`src/rtl/ifetch_pkg.sv`:
```
// ifetch_pkg: shared state encoding and default parameters for the instruction
// fetch sequencer (ifetch_seq) and its memory-bus interface.
package ifetch_pkg;

    localparam int ADDR_W_DEF      = 16;
    localparam int DATA_W_DEF      = 16;
    localparam int WORDS_DEF       = 2;
    localparam int MFC_TIMEOUT_DEF = 15;

    // state  | meaning
    // S_IDLE | waiting for start
    // S_ADDR | MAR presented on mem_addr, memory not yet enabled
    // S_REQ  | read request issued
    // S_WAIT | read outstanding, waiting for mem_mfc
    // S_CAPT | word captured into shadow slot; next word or finish
    // S_DONE | shadow copied to ir_out, ir_valid/pc_load strobed
    // S_ERR  | timeout reported via fetch_err
    typedef enum logic [2:0] {
        S_IDLE = 3'd0,
        S_ADDR = 3'd1,
        S_REQ  = 3'd2,
        S_WAIT = 3'd3,
        S_CAPT = 3'd4,
        S_DONE = 3'd5,
        S_ERR  = 3'd6
    } state_e;

endpackage

```
`src/rtl/ifetch_seq_if.sv`:
```
// ifetch_seq_if: memory bus between the fetch sequencer (master) and the
// instruction memory (slave). mem_rdata is only meaningful while mem_mfc = 1.
interface ifetch_seq_if
    import ifetch_pkg::*;
#(
    parameter int ADDR_W = ADDR_W_DEF,
    parameter int DATA_W = DATA_W_DEF
) ();

    logic [ADDR_W-1:0] mem_addr;
    logic              mem_en;
    logic              mem_rw;
    logic [DATA_W-1:0] mem_rdata;
    logic              mem_mfc;

    modport master (
        output mem_addr,
        output mem_en,
        output mem_rw,
        input  mem_rdata,
        input  mem_mfc
    );

    modport slave (
        input  mem_addr,
        input  mem_en,
        input  mem_rw,
        output mem_rdata,
        output mem_mfc
    );

endinterface

```
`src/rtl/ifetch_wdt.sv`:
```
// ifetch_wdt: down-counting watchdog for the WAIT state. clear reloads the
// limit; each enabled cycle counts down; expired flags the enabled cycle that
// would be the limit-th one, so the caller can leave WAIT at that edge.
module ifetch_wdt #(
    parameter int CNT_W = 4
) (
    input  logic             clk,
    input  logic             rst,
    input  logic             clear,
    input  logic             enable,
    input  logic [CNT_W-1:0] limit,
    output logic             expired
);

    logic [CNT_W-1:0] cnt_q;
    logic [CNT_W-1:0] cnt_d;

    // Reload on clear, otherwise count down while enabled and hold at zero.
    always_comb begin
        cnt_d = cnt_q;
        if (clear) begin
            cnt_d = limit;
        end else if (enable && (cnt_q != '0)) begin
            cnt_d = cnt_q - 1'b1;
        end
    end

    assign expired = enable && !clear && (cnt_q == CNT_W'(1));

    // Counter register.
    always_ff @(posedge clk or posedge rst) begin
        if (rst) begin
            cnt_q <= '0;
        end else begin
            cnt_q <= cnt_d;
        end
    end

endmodule

```
`src/rtl/ifetch_seq.sv`:
```
// ifetch_seq: fetches WORDS consecutive memory words starting at pc_in into a
// shadow register, then publishes them on ir_out together with ir_valid,
// pc_load and pc_next. flush aborts at the next edge without touching ir_out.
// Optional build macro IFETCH_TIMEOUT_EN adds a WAIT watchdog (MFC_TIMEOUT
// cycles) that reports fetch_err and returns to IDLE.
module ifetch_seq
    import ifetch_pkg::*;
#(
    parameter int ADDR_W      = ADDR_W_DEF,
    parameter int DATA_W      = DATA_W_DEF,
    parameter int WORDS       = WORDS_DEF,
    parameter int MFC_TIMEOUT = MFC_TIMEOUT_DEF
) (
    input  logic                    clk,
    input  logic                    rst,
    input  logic                    start,
    input  logic                    flush,
    input  logic [ADDR_W-1:0]       pc_in,
    ifetch_seq_if.master            mem,
    output logic [WORDS*DATA_W-1:0] ir_out,
    output logic                    ir_valid,
    output logic [ADDR_W-1:0]       pc_next,
    output logic                    pc_load,
    output logic                    busy,
    output logic                    fetch_err
);

    localparam int CNT_W = (WORDS > 1) ? $clog2(WORDS) : 1;
    localparam logic [CNT_W-1:0] LAST_CNT = CNT_W'(WORDS - 1);

    if (WORDS < 1 || WORDS > 4) begin : g_bad_words
        $error("ifetch_seq: WORDS must be within 1..4");
    end
    if (MFC_TIMEOUT < 1) begin : g_bad_timeout
        $error("ifetch_seq: MFC_TIMEOUT must be at least 1");
    end

    state_e                  state_q, state_d;
    logic [ADDR_W-1:0]       mar_q, mar_d;
    logic [CNT_W-1:0]        cnt_q, cnt_d;
    logic [WORDS*DATA_W-1:0] shadow_q, shadow_d;
    logic [WORDS*DATA_W-1:0] ir_q, ir_d;
    logic [ADDR_W-1:0]       pc_next_q, pc_next_d;
    logic                    mem_en_q, mem_en_d;
    logic                    ir_valid_q, ir_valid_d;
    logic                    busy_q, busy_d;
    logic                    wdt_expired;

    // Next-state, MAR, word count and shadow capture; flush overrides everything.
    always_comb begin
        state_d  = state_q;
        mar_d    = mar_q;
        cnt_d    = cnt_q;
        shadow_d = shadow_q;
        if (flush) begin
            state_d = S_IDLE;
        end else begin
            case (state_q)
                S_IDLE: begin
                    if (start) begin
                        mar_d   = pc_in;
                        cnt_d   = '0;
                        state_d = S_ADDR;
                    end
                end
                S_ADDR: state_d = S_REQ;
                S_REQ:  state_d = S_WAIT;
                S_WAIT: begin
                    if (mem.mem_mfc) begin
                        for (int i = 0; i < WORDS; i++) begin
                            if (cnt_q == CNT_W'(i)) begin
                                shadow_d[i*DATA_W +: DATA_W] = mem.mem_rdata;
                            end
                        end
                        state_d = S_CAPT;
                    end else if (wdt_expired) begin
                        state_d = S_ERR;
                    end
                end
                S_CAPT: begin
                    if (cnt_q == LAST_CNT) begin
                        state_d = S_DONE;
                    end else begin
                        mar_d   = mar_q + 1'b1;
                        cnt_d   = cnt_q + 1'b1;
                        state_d = S_REQ;
                    end
                end
                S_DONE:  state_d = S_IDLE;
                S_ERR:   state_d = S_IDLE;
                default: state_d = S_IDLE;
            endcase
        end
    end

    // Moore outputs registered from the next state so they line up with state_q.
    always_comb begin
        ir_d       = ir_q;
        pc_next_d  = pc_next_q;
        mem_en_d   = (state_d == S_REQ) || (state_d == S_WAIT);
        busy_d     = (state_d != S_IDLE);
        ir_valid_d = (state_d == S_DONE);
        if (state_d == S_DONE) begin
            ir_d      = shadow_q;
            pc_next_d = mar_q + 1'b1;
        end
    end

    // FSM state, datapath and output registers.
    always_ff @(posedge clk or posedge rst) begin
        if (rst) begin
            state_q    <= S_IDLE;
            mar_q      <= '0;
            cnt_q      <= '0;
            shadow_q   <= '0;
            ir_q       <= '0;
            pc_next_q  <= '0;
            mem_en_q   <= 1'b0;
            ir_valid_q <= 1'b0;
            busy_q     <= 1'b0;
        end else begin
            state_q    <= state_d;
            mar_q      <= mar_d;
            cnt_q      <= cnt_d;
            shadow_q   <= shadow_d;
            ir_q       <= ir_d;
            pc_next_q  <= pc_next_d;
            mem_en_q   <= mem_en_d;
            ir_valid_q <= ir_valid_d;
            busy_q     <= busy_d;
        end
    end

    // Every enabled access is a read, so mem_rw simply follows mem_en.
    assign mem.mem_addr = mar_q;
    assign mem.mem_en   = mem_en_q;
    assign mem.mem_rw   = mem_en_q;
    assign ir_out       = ir_q;
    assign ir_valid     = ir_valid_q;
    assign pc_load      = ir_valid_q;
    assign pc_next      = pc_next_q;
    assign busy         = busy_q;

`ifdef IFETCH_TIMEOUT_EN
    localparam int TMO_W = $clog2(MFC_TIMEOUT + 1);

    logic fetch_err_q;
    logic fetch_err_d;

    assign fetch_err_d = (state_d == S_ERR);

    // fetch_err marks the single ERR cycle.
    always_ff @(posedge clk or posedge rst) begin
        if (rst) begin
            fetch_err_q <= 1'b0;
        end else begin
            fetch_err_q <= fetch_err_d;
        end
    end

    assign fetch_err = fetch_err_q;

    ifetch_wdt #(
        .CNT_W (TMO_W)
    ) u_wdt (
        .clk     (clk),
        .rst     (rst),
        .clear   (state_q != S_WAIT),
        .enable  ((state_q == S_WAIT) && !mem.mem_mfc),
        .limit   (TMO_W'(MFC_TIMEOUT)),
        .expired (wdt_expired)
    );
`else
    assign wdt_expired = 1'b0;
    assign fetch_err   = 1'b0;
`endif

endmodule
```
`src/flat_wrapper.sv`:
```
// flat-port wrapper written by rule: the top's interface ports become plain ports
module ifetch_seq_flat import ifetch_pkg::*;
#(
    parameter int ADDR_W      = ADDR_W_DEF,
    parameter int DATA_W      = DATA_W_DEF,
    parameter int WORDS       = WORDS_DEF,
    parameter int MFC_TIMEOUT = MFC_TIMEOUT_DEF
)
  (clk, rst, start, flush, pc_in, ir_out, ir_valid, pc_next, pc_load, busy, fetch_err, mem_mem_addr, mem_mem_en, mem_mem_rw, mem_mem_rdata, mem_mem_mfc);
  ifetch_seq_if #(.ADDR_W(ADDR_W), .DATA_W(DATA_W)) mem_i ();
  input  logic clk;
  input  logic rst;
  input  logic start;
  input  logic flush;
  input  logic [ADDR_W-1:0] pc_in;
  output logic [WORDS*DATA_W-1:0] ir_out;
  output logic ir_valid;
  output logic [ADDR_W-1:0] pc_next;
  output logic pc_load;
  output logic busy;
  output logic fetch_err;
  output wire logic [$bits(mem_i.mem_addr)-1:0] mem_mem_addr;
  output wire logic [$bits(mem_i.mem_en)-1:0] mem_mem_en;
  output wire logic [$bits(mem_i.mem_rw)-1:0] mem_mem_rw;
  input wire logic [$bits(mem_i.mem_rdata)-1:0] mem_mem_rdata;
  input wire logic [$bits(mem_i.mem_mfc)-1:0] mem_mem_mfc;
  assign mem_mem_addr = mem_i.mem_addr;
  assign mem_mem_en = mem_i.mem_en;
  assign mem_mem_rw = mem_i.mem_rw;
  assign mem_i.mem_rdata = mem_mem_rdata;
  assign mem_i.mem_mfc = mem_mem_mfc;
  ifetch_seq #(.ADDR_W(ADDR_W), .DATA_W(DATA_W), .WORDS(WORDS), .MFC_TIMEOUT(MFC_TIMEOUT)) u_core (.clk(clk), .rst(rst), .start(start), .flush(flush), .pc_in(pc_in), .mem(mem_i), .ir_out(ir_out), .ir_valid(ir_valid), .pc_next(pc_next), .pc_load(pc_load), .busy(busy), .fetch_err(fetch_err));
endmodule
```
`config.mk`:
```
export PLATFORM = sky130hd
export DESIGN_NAME = ifetch_seq_flat
export DESIGN_NICKNAME = d
export VERILOG_FILES = /design/src/rtl/ifetch_pkg.sv /design/src/rtl/ifetch_seq_if.sv /design/src/rtl/ifetch_wdt.sv /design/src/rtl/ifetch_seq.sv /design/src/flat_wrapper.sv
export SDC_FILE = /design/constraint.sdc
export NUM_CORES = 1
export LEC_CHECK = 0
export ABC_AREA = 0
export CORE_ASPECT_RATIO = 1.1
export CORE_UTILIZATION = 54
export DETAILED_ROUTE_END_ITERATION = 8
export GPL_TIMING_DRIVEN = 1
export HOLD_SLACK_MARGIN = 0.06
export PLACE_DENSITY = 0.86
export SLEW_MARGIN = 25
export SYNTH_ARGS = -nofsm -noshare
export SYNTH_HDL_FRONTEND = slang
export SYNTH_HIERARCHICAL = 1
export SYNTH_SLANG_ARGS = --single-unit
```
`constraint.sdc`:
```
create_clock -name clk -period 11.4 [get_ports clk]
set_input_delay 3.42 -clock clk [delete_from_list [all_inputs] [get_ports clk]]
set_output_delay 3.42 -clock clk [all_outputs]
set_load 0.05 [all_outputs]
```
==> impl_metrics.json, run 1 <==
{
  "p_switching_uw": 277,
  "skew_ps": 14.1,
  "seq_area_frac_synth": 0.565,
  "clkLatencyLatePin_ps": 360,
  "ios": 107,
  "path_buf_inv": 3,
  "max_slew_margin": 0.385,
  "met2_usage": 0.392,
  "ant_nets": 0,
  "drt-initial-drc-count": 224,
  "synth_compound_area_frac": 0.0929,
  "dp_hpwl_um": 6700,
  "status": "complete, no violations",
  "ys_types": 46,
  "whs_ps": 457,
  "synth_edf_count": 0,
  "yosys.area_share.simple": 0.172,
  "slew_viol_final": 0,
  "path_clk_slew_ps": 100,
  "grt_pass1_vias": 3393,
  "drcViolationCount": 0,
  "cts_resized": 0,
  "crit_type": "in -> reg",
  "worst_slack_ps": 6120,
  "cts_tree": "done",
  "path_depth": 7,
  "crit_fanout": 64,
  "cpPeakStageDelay_ps": 610,
  "track_usage": 0.237,
  "pwr-share-clk": 0.249,
  "crit_family": "buffers and inverters",
  "synth_seq_cells": 103,
  "leakage_nw": 2.66,
  "cts_hold_buf": 0,
  "ir_drop_v": 0.000106,
  "antenna_found_initial": 0,
  "worst-r2r-cell-count": 6,
  "syn_to_final_growth_pct": 26.2,
  "use_met1": 0.318,
  "rows": 34,
  "synthTopCellsByArea": "dfrtp_1 (56%), nand2_1 (11%), mux2_2 (7.9%)",
  "clock-sinks": 103,
  "cts_max_level": 3,
  "synth_xor_area_frac": 0.0269,
  "synth-warning-count": 6,
  "max_cap_violations": 0,
  "rsz0062_at_grt": "no",
  "first_pass_iters": 4,
  "clk_path_buf_depth": 2,
  "cts_setup_buffers": 0,
  "cp.arrival_ps": 5530,
  "fin_crit_sh": 0.464,
  "endpoint_kind": "register",
  "start_util": 0.568,
  "drt_wl_total_um": 9740,
  "grt_overflow": 0,
  "grt_max_degree": 92,
  "numCtsBuffers": 9,
  "syn_area_per_cell_um2": 10.5,
  "layout.nets": 560,
  "setup_viol": 0,
  "n_antenna_cell": 0,
  "path_cells": "clkdlybuf4s50_1 > nand2b_1 > or2_2 > buf_4 > clkinv_4 > nand2_1 > nand2_1",
  "p_int_uw": 556,
  "wl_per_cell_um": 15.3,
  "synth_async_sr_flop_share": 1.00,
  "r2r_start": "u_core/state_q[2]",
  "tightest_slew_ps": 922,
  "die-area_mm2": 0.00883,
  "die_x_um": 89.7,
  "viasPerCell": 5.40,
  "syn_inst": 435,
  "startpoint_type": "input port",
  "busiest_layer": "met2",
  "clock-root-buffer": "clkbuf_8",
  "hold_class": "reg -> reg",
  "muxShareOfSynthArea": 0.0888,
  "yosys.area.top_type": "dfrtp_1",
  "finish.utilization": 0.717,
  "drive_above_1_share": 0.133,
  "layout_common_cells": "nand2_1 (129), clkdlybuf4s50_1 (105), dfrtp_1 (103), mux2_2 (32), a21oi_1 (15)",
  "hold_viol_final": 0,
  "slowest_stage": "clkdlybuf4s50_1",
  "grt_pass1_wl_um": 16000,
  "dp_slack_ps": 5750,
  "cp.required_ps": 11640,
  "synth_top_cell_area_share": 0.565,
  "synth_flop_cell": "dfrtp_1",
  "r2r_slack_ps": 8820,
  "core_area_mm2": 0.00804,
  "place_congestion": 0.830,
  "cp_common_cell": "nand2_1",
  "swShare": 0.332,
  "use_met3": 0.0477,
  "seq_power_share": 0.523,
  "synth_top_family_by_area": "simple AND/OR/NAND/NOR gates",
  "synth_area_mm2": 0.00457,
  "via_count": 3432,
  "port_buffers": 105,
  "hp-start": "u_core/shadow_q[15]",
  "yosys.area_share.adder": 0.00274,
  "fmax_ghz": 0.189,
  "syn_nets": 473,
  "pwr-share-comb": 0.228,
  "cp-startpoint": "flush",
  "min_path_cells": 2,
  "layout_commonest_cell": "nand2_1",
  "power.density_mw_per_mm2": 145,
  "fin_setup_tns_ps": 0,
  "layout_min_cycle_time_ps": 5280,
  "dieHeight_um": 98.4
}
area by class of cell:
| type | instances | area (um2) |
|---|---|---|
| Inverter | 4 | 22.5 |
| Fill cell | 568 | 2280 |
| Clock buffer | 9 | 124 |
| Timing Repair Buffer | 109 | 1080 |
| Sequential cell | 103 | 2580 |
| Multi-Input combinational cell | 295 | 1760 |
| Tap cell | 108 | 135 |
| Clock inverter | 7 | 55.1 |
worst reg2reg max path, cell delays in order, from the launching register on:
cell	delay, ps
dfrtp_1	480
or3b_1	570
or2_2	210
buf_4	560
clkinv_4	410
nand2_1	180
nand2_1	70
worst paths after layout:
path                                  endpoint
min reg2reg                  u_core/ir_out[15]
max in group asynchronous  u_core/shadow_q[15]
min                          u_core/ir_out[15]
min in group asynchronous    u_core/pc_next[6]
max reg2reg                   u_core/ir_out[8]
max                           u_core/ir_out[8]
power by group through the flow:
stage | registers (mW) | logic, mW | clock network (mW)
finish | 0.436 | 0.190 | 0.208
floorplan | 0.483 | 0.0804 | 0
global placement | 0.439 | 0.184 | 0
CTS | 0.434 | 0.190 | 0.214
detailed placement | 0.441 | 0.189 | 0
global route | 0.440 | 0.202 | 0.228
cell usage after synthesis, types with 2 or more instances:
cell / number
and2_1: 3
nor2b_1: 2
buf_4: 5
xor2_1: 7
or3_1: 2
dfrtp_1: 103
nand3_1: 7
nor3_1: 2
and3_1: 4
o21ai_0: 9
o22ai_1: 6
a2bb2oi_1: 6
a22oi_1: 3
buf_6: 8
buf_2: 8
xnor2_1: 7
nand2b_1: 3
nand2_1: 129
nor2_1: 8
o21ai_2: 11
o21ai_1: 4
a21oi_1: 15
inv_1: 3
mux2_2: 32
nor4_1: 4
o2bb2ai_1: 3
nand4_1: 9
clkbuf_1: 12
mux2i_1: 3
metrics by stage:
stage | instances | instance area [um2] | total power, mW
floorplan | 435 | 4570 | 0.563
global placement | 619 | 5580 | 0.623
detailed placement | 619 | 5580 | 0.630
CTS | 635 | 5760 | 0.839
global route | 635 | 5760 | 0.871
finish | 635 | 5760 | 0.833
state kept, by name, summed over array words and instances, names as in the netlist:
register / cells
u_core/ir_out: 32
u_core/mem.mem_en: 1
u_core/mem.mem_addr: 16
u_core/state_q: 3
u_core/shadow_q: 32
u_core/ir_valid: 1
u_core/busy: 1
u_core/cnt_q: 1
u_core/pc_next: 16
routing by layer:
metal / up-vias / share of wire
met5: - / 0
met4: 0 / 0.0080
met3: 10 / 0.060
met2: 141 / 0.50
met1: 1636 / 0.43
li1: 1645 / -
logic make-up after synthesis:
group | count (synthesis)
simple gates | 180
flops | 103
compound gates | 63
buf+inv | 37
mux | 36
xor+xnor | 14
fa+ha+maj | 1
other cells | 1
No activity file was read; power rests on OpenSTA's default activity.
==> run 2, diff against run 1 <==
- CORE_UTILIZATION: 54 -> 45
- PLACE_DENSITY: 0.86 -> 0.76
- clock period: 11.4 -> 4.6 ns (I/O delays scaled with it)
==> impl_metrics.json, run 2 (synthesis gave the netlist of run 1 again) <==
{
  "status": "complete, but fails checks",
  "violations": "design-rule violations",
  "slew_viol_final": 0,
  "first_pass_iters": 8,
  "n_antenna_cell": 0,
  "ir_drop_v": 0.000219,
  "via_count": 3423,
  "viasPerCell": 5.27,
  "clkLatencyLatePin_ps": 370,
  "hold_class": "reg -> reg",
  "numCtsBuffers": 9,
  "start_util": 0.464,
  "layout_commonest_cell": "nand2_1",
  "worst_slack_ps": 1370,
  "fin_cells": 649,
  "track_usage": 0.203,
  "endpoint_kind": "register",
  "place_congestion": 0.823,
  "cts_setup_buffers": 0,
  "cp.required_ps": 4870,
  "grt_pass1_wl_um": 16600,
  "fill_cells": 830,
  "dp_hpwl_um": 6940,
  "setup_viol": 0,
  "clock-sinks": 103,
  "dp_slack_ps": 953,
  "layout.nets": 562,
  "ant_nets": 0,
  "leakage_nw": 2.66,
  "drt_wl_total_um": 9990,
  "fmax_ghz": 0.310,
  "hold_viol_final": 0,
  "syn_to_final_growth_pct": 26.8,
  "cp.arrival_ps": 3490,
  "crit_type": "in -> reg",
  "path_cells": "clkdlybuf4s50_1 > nand2b_1 > or2_2 > clkinv_4 > nand2_1 > nand2_1",
  "path_buf_inv": 2,
  "power.density_mw_per_mm2": 358,
  "wl_per_cell_um": 15.4,
  "tightest_slew_ps": 928,
  "layout_min_cycle_time_ps": 3230,
  "cts_tree": "done",
  "cpPeakStageDelay_ps": 660,
  "crit_family": "simple AND/OR/NAND/NOR gates",
  "cp_common_cell": "nand2_1",
  "dpl.cell_count": 633,
  "die_x_um": 98.0,
  "cts_max_level": 3,
  "drive_above_1_share": 0.134,
  "drcViolationCount": 8,
  "skew_ps": 10.9,
  "clock-root-buffer": "clkbuf_8",
  "path_clk_slew_ps": 100,
  "rsz0062_at_grt": "no",
  "clk_path_buf_depth": 2,
  "p_total_mw": 2.08,
  "crit_fanout": 37,
  "startpoint_type": "input port",
  "grt_max_degree": 55,
  "ios": 107,
  "die-area_mm2": 0.0106,
  "fin_crit_sh": 0.701,
  "layout_common_cells": "nand2_1 (129), clkdlybuf4s50_1 (105), dfrtp_1 (103), mux2_2 (32), a21oi_1 (15)",
  "slowest_stage": "or2_2",
  "whs_ps": 470,
  "max_cap_violations": 0,
  "port_buffers": 105,
  "grt_overflow": 0,
  "fin_setup_tns_ps": 0,
  "grt_pass1_vias": 3441,
  "rows": 38,
  "cts_resized": 0,
  "antenna_found_initial": 0,
  "core_area_mm2": 0.00984,
  "max_slew_margin": 0.381,
  "dieHeight_um": 108,
  "drt-initial-drc-count": 183,
  "cts_hold_buf": 0
}
==> run 2: changes by cell type in the layout (fill, tap and decap cells not counted), sizes merged <==
cell	delta
clkinvlp	+1
clkinv	-2
clkbuf	+1
buf	+2
==> run 2: per-layer routing <==
metal | global-route usage | wire (um)
met4 | 0.0649 | 132
met5 | 0 | 0
met1 | 0.268 | 4320
met3 | 0.0526 | 631
met2 | 0.327 | 4910
==> run 2: cell type report <==
class / instances / area (um2) / share of cell area
Sequential cell: 103 / 2580 / 0.445
Multi-Input combinational cell: 295 / 1760 / 0.305
Timing Repair Buffer: 111 / 1100 / 0.189
Tap cell: 120 / 150 / 0.0259
Clock buffer: 10 / 128 / 0.0220
Clock inverter: 6 / 52.6 / 0.00908
Inverter: 4 / 22.5 / 0.00389
==> run 2: where the power goes <==
group | internal [mW] | switching (mW)
combinational | 0.194 | 0.273
clock | 0.206 | 0.325
sequential | 0.981 | 0.0958
total | 1.38 | 0.694
==> run 2: worst paths after layout <==
check	startpoint	endpoint	slack (ps)	cells past startpoint
worst max-delay path	flush	u_core/ir_out[30]	1370	6
worst min-delay path	u_core/shadow_q[6]	u_core/ir_out[6]	470	2
worst max register to register	u_core/state_q[2]	u_core/ir_out[30]	1980	5
worst min register to register	u_core/shadow_q[6]	u_core/ir_out[6]	470	2
max in group asynchronous	rst	u_core/ir_out[31]	2350	3
min in group asynchronous	rst	u_core/pc_next[5]	1460	2
==> run 2: worst register-to-register path, delay by kind of cell, from the launching register on <==
family,cells,cell delay (ps)
DFF,1,480
and+or+nand+nor,4,1620
buffers and inverters,1,420
==> run 2: through the flow <==
step / util / area [um2]
6_report: 0.588 / 5790
5_1_grt: 0.588 / 5790
4_1_cts: 0.588 / 5790
3_5_place_dp: 0.570 / 5610
3_3_place_gp: 0.570 / 5610
2_1_floorplan: - / 4570
